==> config.mk <==
export PLATFORM = sky130hd
export DESIGN_NAME = vid_timing_seq
export DESIGN_NICKNAME = d
export VERILOG_FILES = /design/src/rtl/vid_timing_pkg.sv /design/src/rtl/vid_ld_counter.sv /design/src/rtl/vid_timing_seq.sv
export SDC_FILE = /design/constraint.sdc
export NUM_CORES = 1
export LEC_CHECK = 0
export CORE_ASPECT_RATIO = 0.75
export CORE_MARGIN = 2
export CORE_UTILIZATION = 50
export CTS_BUF_LIST = sky130_fd_sc_hd__clkbuf_4 sky130_fd_sc_hd__clkbuf_8
export DETAILED_ROUTE_END_ITERATION = 8
export GPL_TIMING_DRIVEN = 0
export PLACE_DENSITY = 0.77
export SLEW_MARGIN = 10
export SYNTH_ARGS = -nofsm -noshare
export SYNTH_HDL_FRONTEND = slang
export SYNTH_SLANG_ARGS = --single-unit
==> constraint.sdc <==
create_clock -name clk -period 6.05 [get_ports clk]
set_input_delay 1.21 -clock clk [delete_from_list [all_inputs] [get_ports clk]]
set_output_delay 1.21 -clock clk [all_outputs]
set_load 0.005 [all_outputs]
==> src/rtl/vid_timing_pkg.sv <==
// Shared types and default raster timing for the video timing sequencer.
package vid_timing_pkg;

    localparam int POS_W = 9;

    typedef logic [POS_W-1:0] pos_t;

    typedef enum logic [1:0] {
        ST_ACTIVE,
        ST_FRONT,
        ST_SYNC,
        ST_BACK
    } vstate_e;

    localparam pos_t DEF_H_TOTAL      = 9'd384;
    localparam pos_t DEF_H_ACTIVE     = 9'd256;
    localparam pos_t DEF_H_SYNC_START = 9'd288;
    localparam pos_t DEF_H_SYNC_LEN   = 9'd32;
    localparam pos_t DEF_V_TOTAL      = 9'd262;
    localparam pos_t DEF_V_ACTIVE     = 9'd240;
    localparam pos_t DEF_V_SYNC_START = 9'd244;
    localparam pos_t DEF_V_SYNC_LEN   = 9'd4;

endpackage

==> src/rtl/vid_ld_counter.sv <==
// Loadable up-counter in the '163 style: synchronous clear, load, enable and
// a ripple-carry output that flags the terminal count while enabled.
module vid_ld_counter #(
    parameter int               WIDTH    = 9,
    parameter logic [WIDTH-1:0] TERMINAL = '1
) (
    input  logic             clk,
    input  logic             reset_n,
    input  logic             clr_i,
    input  logic             ld_i,
    input  logic [WIDTH-1:0] d_i,
    input  logic             en_i,
    output logic [WIDTH-1:0] q_o,
    output logic [WIDTH-1:0] nxt_o,
    output logic             rco_o
);

    logic [WIDTH-1:0] cnt_q;
    logic [WIDTH-1:0] cnt_d;

    // NOTE: default assignment first, so no path through this block leaves cnt_d unassigned (no latch).
    always_comb begin
        cnt_d = cnt_q;
        if (clr_i) begin
            cnt_d = '0;
        end else if (ld_i) begin
            cnt_d = d_i;
        end else if (en_i) begin
            cnt_d = cnt_q + 1'b1;
        end
    end

    // NOTE: non-blocking assignments in clocked blocks so every flop samples pre-edge values.
    always_ff @(posedge clk or negedge reset_n) begin
        if (!reset_n) begin
            cnt_q <= '0;
        end else begin
            cnt_q <= cnt_d;
        end
    end

    assign q_o   = cnt_q;
    assign nxt_o = cnt_d;
    assign rco_o = en_i && (cnt_q == TERMINAL);

endmodule

==> src/rtl/vid_timing_seq.sv <==
// Video timing sequencer: raster counters, sync/blank decode, line/frame strobes and vblank IRQ.
// Define VID_TIMING_IRQ_EN to build the IRQ register and irq_ack handshake; otherwise irq is 0.
module vid_timing_seq
    import vid_timing_pkg::*;
#(
    parameter pos_t H_TOTAL      = DEF_H_TOTAL,
    parameter pos_t H_ACTIVE     = DEF_H_ACTIVE,
    parameter pos_t H_SYNC_START = DEF_H_SYNC_START,
    parameter pos_t H_SYNC_LEN   = DEF_H_SYNC_LEN,
    parameter pos_t V_TOTAL      = DEF_V_TOTAL,
    parameter pos_t V_ACTIVE     = DEF_V_ACTIVE,
    parameter pos_t V_SYNC_START = DEF_V_SYNC_START,
    parameter pos_t V_SYNC_LEN   = DEF_V_SYNC_LEN
) (
    input  logic clk,
    input  logic reset_n,
    input  logic pix_en,
    input  logic run,
    output pos_t hpos,
    output pos_t vpos,
    output logic hsync_n,
    output logic vsync_n,
    output logic hblank,
    output logic vblank,
    output logic line_stb,
    output logic frame_stb,
    output logic irq,
    input  logic irq_ack
);

    localparam pos_t H_LAST     = H_TOTAL - pos_t'(1);
    localparam pos_t V_LAST     = V_TOTAL - pos_t'(1);
    localparam pos_t H_SYNC_END = H_SYNC_START + H_SYNC_LEN;
    localparam pos_t V_SYNC_END = V_SYNC_START + V_SYNC_LEN;

    logic    adv;
    pos_t    h_q, h_d, v_q, v_d;
    logic    h_rco, v_rco;
    vstate_e state_q, state_d;
    logic    hsync_n_q, hsync_n_d, vsync_n_q, vsync_n_d;
    logic    hblank_q, hblank_d, vblank_q, vblank_d;
    logic    line_stb_q, line_stb_d, frame_stb_q, frame_stb_d;

    assign adv = pix_en & run;

    vid_ld_counter #(.WIDTH(POS_W), .TERMINAL(H_LAST)) u_hcnt (
        .clk     (clk),
        .reset_n (reset_n),
        .clr_i   (1'b0),
        .ld_i    (h_rco),
        .d_i     (pos_t'(0)),
        .en_i    (adv),
        .q_o     (h_q),
        .nxt_o   (h_d),
        .rco_o   (h_rco)
    );

    vid_ld_counter #(.WIDTH(POS_W), .TERMINAL(V_LAST)) u_vcnt (
        .clk     (clk),
        .reset_n (reset_n),
        .clr_i   (1'b0),
        .ld_i    (v_rco),
        .d_i     (pos_t'(0)),
        .en_i    (h_rco),
        .q_o     (v_q),
        .nxt_o   (v_d),
        .rco_o   (v_rco)
    );

    // Region changes are keyed to the line wrap and the line number about to be shown.
    always_comb begin
        state_d = state_q;
        if (h_rco) begin
            unique case (state_q)
                ST_ACTIVE: if (v_d == V_ACTIVE)     state_d = (V_SYNC_START == V_ACTIVE) ? ST_SYNC : ST_FRONT;
                ST_FRONT:  if (v_d == V_SYNC_START) state_d = ST_SYNC;
                ST_SYNC:   if (v_d == V_SYNC_END)   state_d = ST_BACK;
                ST_BACK:   if (v_d == '0)           state_d = ST_ACTIVE;
                default:                            state_d = ST_ACTIVE;
            endcase
        end

        hsync_n_d   = !((h_d >= H_SYNC_START) && (h_d < H_SYNC_END));
        hblank_d    = (h_d >= H_ACTIVE);
        vsync_n_d   = (state_d != ST_SYNC);
        vblank_d    = (state_d != ST_ACTIVE);
        line_stb_d  = h_rco;
        frame_stb_d = v_rco;
    end

    always_ff @(posedge clk or negedge reset_n) begin
        if (!reset_n) begin
            state_q     <= ST_ACTIVE;
            hsync_n_q   <= 1'b1;
            vsync_n_q   <= 1'b1;
            hblank_q    <= 1'b0;
            vblank_q    <= 1'b0;
            line_stb_q  <= 1'b0;
            frame_stb_q <= 1'b0;
        end else begin
            state_q     <= state_d;
            hsync_n_q   <= hsync_n_d;
            vsync_n_q   <= vsync_n_d;
            hblank_q    <= hblank_d;
            vblank_q    <= vblank_d;
            line_stb_q  <= line_stb_d;
            frame_stb_q <= frame_stb_d;
        end
    end

`ifdef VID_TIMING_IRQ_EN
    logic irq_q, irq_d, irq_set;

    // Set has priority so an ack landing on the entry edge cannot swallow a fresh interrupt.
    assign irq_set = h_rco && (state_q == ST_ACTIVE) && (state_d != ST_ACTIVE);
    assign irq_d   = irq_set | (irq_q & ~irq_ack);

    always_ff @(posedge clk or negedge reset_n) begin
        if (!reset_n) begin
            irq_q <= 1'b0;
        end else begin
            irq_q <= irq_d;
        end
    end

    assign irq = irq_q;
`else
    logic unused_irq_ack;

    assign unused_irq_ack = irq_ack;
    assign irq            = 1'b0;
`endif

    assign hpos      = h_q;
    assign vpos      = v_q;
    assign hsync_n   = hsync_n_q;
    assign vsync_n   = vsync_n_q;
    assign hblank    = hblank_q;
    assign vblank    = vblank_q;
    assign line_stb  = line_stb_q;
    assign frame_stb = frame_stb_q;

endmodule

==> metrics.md <==
| Metric | Value |
|---|---|
| Min-Delay Path Class | reg2reg |
| Gpl congestion | 0.976 |
| Largest stage delay, worst path | 0.57 ns |
| TritonRoute pass-1 iters | 4 |
| Synth area leaders | dfrtp_1, nand2_1, xnor2_1 |
| Nets | 215 |
| Critical path's slowest cell | clkdlybuf4s50_1 |
| Final worst setup slack | 2.37 ns |
| CP Cell Sequence | clkdlybuf4s50_1, nand4_1, nor4_1, mux2i_1, o2111ai_1, o311ai_1, nand4_1 |
| RSZ-0062 raised after global routing | false |
| HPWL Detailed | 2900 um |
| Worst setup SP type | input port |
| Slew HR | 54.0% |
| Top cell by count, worst path | nand4_1 |
| I/O pins | 30 |
| Main combinational cell family by area after synthesis | simple AND/OR/NAND/NOR gates |
| Vias in the first global route | 1356 |
| GRT Resource Usage Total | 22.4% |
| Num Clock Sinks | 26 |
| XOR/XNOR Fraction of Synth Area | 6.03% |
| Leak pwr | 0.834 nW |
| Worst Reg-to-Reg Cells | 8 |
| Yosys cell types | 53 |
| Initial antenna violation count | 0 |
| Total of max-cap violations | 0 |
| Largest fanout on the critical path | 7 |
| Post-synth EDFFs | 0 |
| Setup Viol. Count Final | 0 |
| Min Hold Slack | 0.574 ns |
| CTS tree | done |
| Power Density | 199 mW/mm2 |
| Storage cell area | 653 um2 |
| Core area | 0.00300 mm2 |
| Worst R2R Start | u_vcnt.q_o[1]$_DFF_PN0_ |
| Via count | 1456 |
| Port bufs | 27 |
| Adder-cell share of the synthesized area | 2.35% |
| Area of the multi-input gates | 871 um2 |
| Drt wl/cell | 15.5 um |
| Sequential share of the synthesized area | 40.8% |
| DP Worst Slack | 2.14 ns |
| CTS Root Cell | clkbuf_8 |
| Critical path class | in2reg |
| Chip height | 53.0 um |
| Area Overhead vs Synth | 22.1% |
| CP top delay family | simple AND/OR/NAND/NOR gates |
| Async SR Flop Fraction | 100% |
| Synth area leader | dfrtp_1 |
| Critical Path RT | 6.16 ns |
| Total negative setup slack | 0 ns |
| 1st-iter DRT viols | 191 |
| Grt ovf | 0 |
| Mux cell area share after synthesis | 1.33% |
| Ys flop type | dfrtp_1 |
| Initial Util | 53.3% |
| Inserted Clock Buffers | 3 |
| Clock Latency Late Sink | 0.26 ns |
| Run status | finished, final reports clean |
| End of the worst register-to-register path | vblank$_DFF_PN0_ |
| Hold path depth | 1 |
| Arrival time at the worst endpoint | 3.78 ns |
| Worst vdd ir | 0.140 mV |
| First-pass GRT wire length | 6400 um |
| Final Hold Vio Count | 0 |
| CTS resizes | 0 |
| Least-Margin Pin Slew | 0.681 ns |
| Syn Nets | 183 |
| Clk slew on worst S/H paths | 0.08 ns |
| Simple-gate share of the synthesized area | 30.2% |
| Antenna cells | 0 |
| Slew Limit Fails | 0 |
| Final worst path period need | 3.68 ns |
| Hold Startpoint | u_hcnt.q_o[2]$_DFF_PN0_ |
| Die width | 69.3 um |
| Largest net degree at the start of global routing | 27 |
| Final Util | 65.1% |
| Share of post-route cells with drive strength above 1 | 11.2% |
| CP endpoint kind | register |
| Fillers | 238 |
| Final period utilization | 60.8% |
| Clock Path Buffers | 2 |
| Synth top area share | 37.6% |
| Die area | 0.00367 mm2 |
| Max Freq | 0.272 GHz |
| Post-synthesis cell count | 175 |
| Warnings, synthesis | 0 |
| H-tree depth | 1 |
| Post-Syn Area | 0.00160 mm2 |
| Post-CTS setup buffer count | 0 |
| DR vias/cell | 5.99 |
| Flop2flop setup slack | 3.18 ns |
| Synth Area in Compound Gates | 14.3% |
| Hold Buf Count CTS | 0 |
| Buf/Inv on CP | 1 |
| Avg Inst Size Synth | 9.14 um2 |
| Clk_skew | 0.00399 ns |
| Post-route ant nets | 0 |
| DRC Markers | 0 |
| FP Rows | 17 |
| WL final | 3770 um |
| Endpoint, Worst Hold | u_hcnt.q_o[2]$_DFF_PN0_ |
| Yosys reg bits | 26 |
## cells in the final DEF, fill, tap and decap left out, drive strengths merged, types with 3 or more instances in the layout
cell type / instances
xnor2: 7
o21ai: 12
dfrtp: 24
nor4: 4
nand4: 7
or4b: 3
xor2: 4
ha: 3
nor3: 4
a31oi: 3
a21oi: 5
buf: 7
nor2: 8
clkbuf: 7
nand2: 19
or4: 3
nand3: 12
nand2b: 4
clkdlybuf4s50: 26
inv: 6
## stage by stage
| stage | instance area (um2) | cells | total power [W] |
|---|---|---|---|
| 3_5_place_dp | 1920 | 240 | 0.000301 |
| 4_1_cts | 1960 | 243 | 0.000396 |
| 5_1_grt | 1950 | 243 | 0.000415 |
| 6_report | 1950 | 243 | 0.000388 |
| 3_3_place_gp | 1920 | 240 | 0.000297 |
| 2_1_floorplan | 1600 | 175 | 0.000251 |
## worst register-to-register path: cells and delay by family (launching register included)
kind,cells,cell delay [ns]
adder cells (fa/ha/maj),1,0.20
AO/OA/AOI/OAI,2,0.70
flip-flops,1,0.53
buffers and inverters,1,0.29
AND/OR/NAND/NOR,3,0.66
multiplexers,1,0.32
## state kept, by name, summed over array words and instances, names as in the netlist
register,count
frame_stb,1
hblank,1
hsync_n,1
line_stb,1
state_q,2
u_hcnt.q_o,9
u_vcnt.q_o,9
vblank,1
vsync_n,1
## cell usage after synthesis, types with 3 or more instances
cell type,count
a31oi_1,3
nand2b_1,4
buf_2,5
o21ai_0,10
nor2_1,7
inv_1,6
xor2_1,4
nand2_1,18
dfrtp_1,24
nand4_1,6
xnor2_1,7
nand3_1,12
nor4_1,4
ha_1,3
clkbuf_1,4
a21oi_1,5
nor3_1,4
or4_1,3
## layout make-up
| type | count | area share (%) |
|---|---|---|
| Buffer | 10 | 2.43 |
| Clock buffer | 3 | 2.11 |
| Inverter | 7 | 1.41 |
| Multi-Input combinational cell | 132 | 44.6 |
| Sequential cell | 26 | 33.4 |
| Tap cell | 38 | 2.43 |
| Timing Repair Buffer | 27 | 13.6 |
## routing by layer
layer / up-vias / part of all wire [%] / GRT usage (%)
met2: 69 / 43 / 34.8
li1: 703 / - / -
met3: 4 / 9.3 / 4.38
met1: 680 / 46 / 32.0
met4: 0 / 0.96 / 5.88
met5: - / 0 / 0
## cell families after synthesis
logic type | Yosys count
DFF | 26
muxes | 2
xor gates and xnor gates | 11
other | 1
buffers and inverters | 17
AOI/OAI and AO/OA | 35
adders and majority gates | 3
and+or+nand+nor | 80
## worst max path at each step
stage	end	start	cells past startpoint
2_1_floorplan	vsync_n$_DFF_PN1_	pix_en	8
3_3_place_gp	vblank$_DFF_PN0_	pix_en	7
3_5_place_dp	vblank$_DFF_PN0_	run	7
4_1_cts	vblank$_DFF_PN0_	run	7
5_1_grt	vblank$_DFF_PN0_	pix_en	7
6_report	vblank$_DFF_PN0_	run	7
## report_power, final
group | internal [W] | switching [W]
Clock | 0.0000444 | 0.0000470
Sequential | 0.000190 | 0.0000242
Combinational | 0.0000482 | 0.0000346
Note: power is estimated with default switching activity, not from simulation.
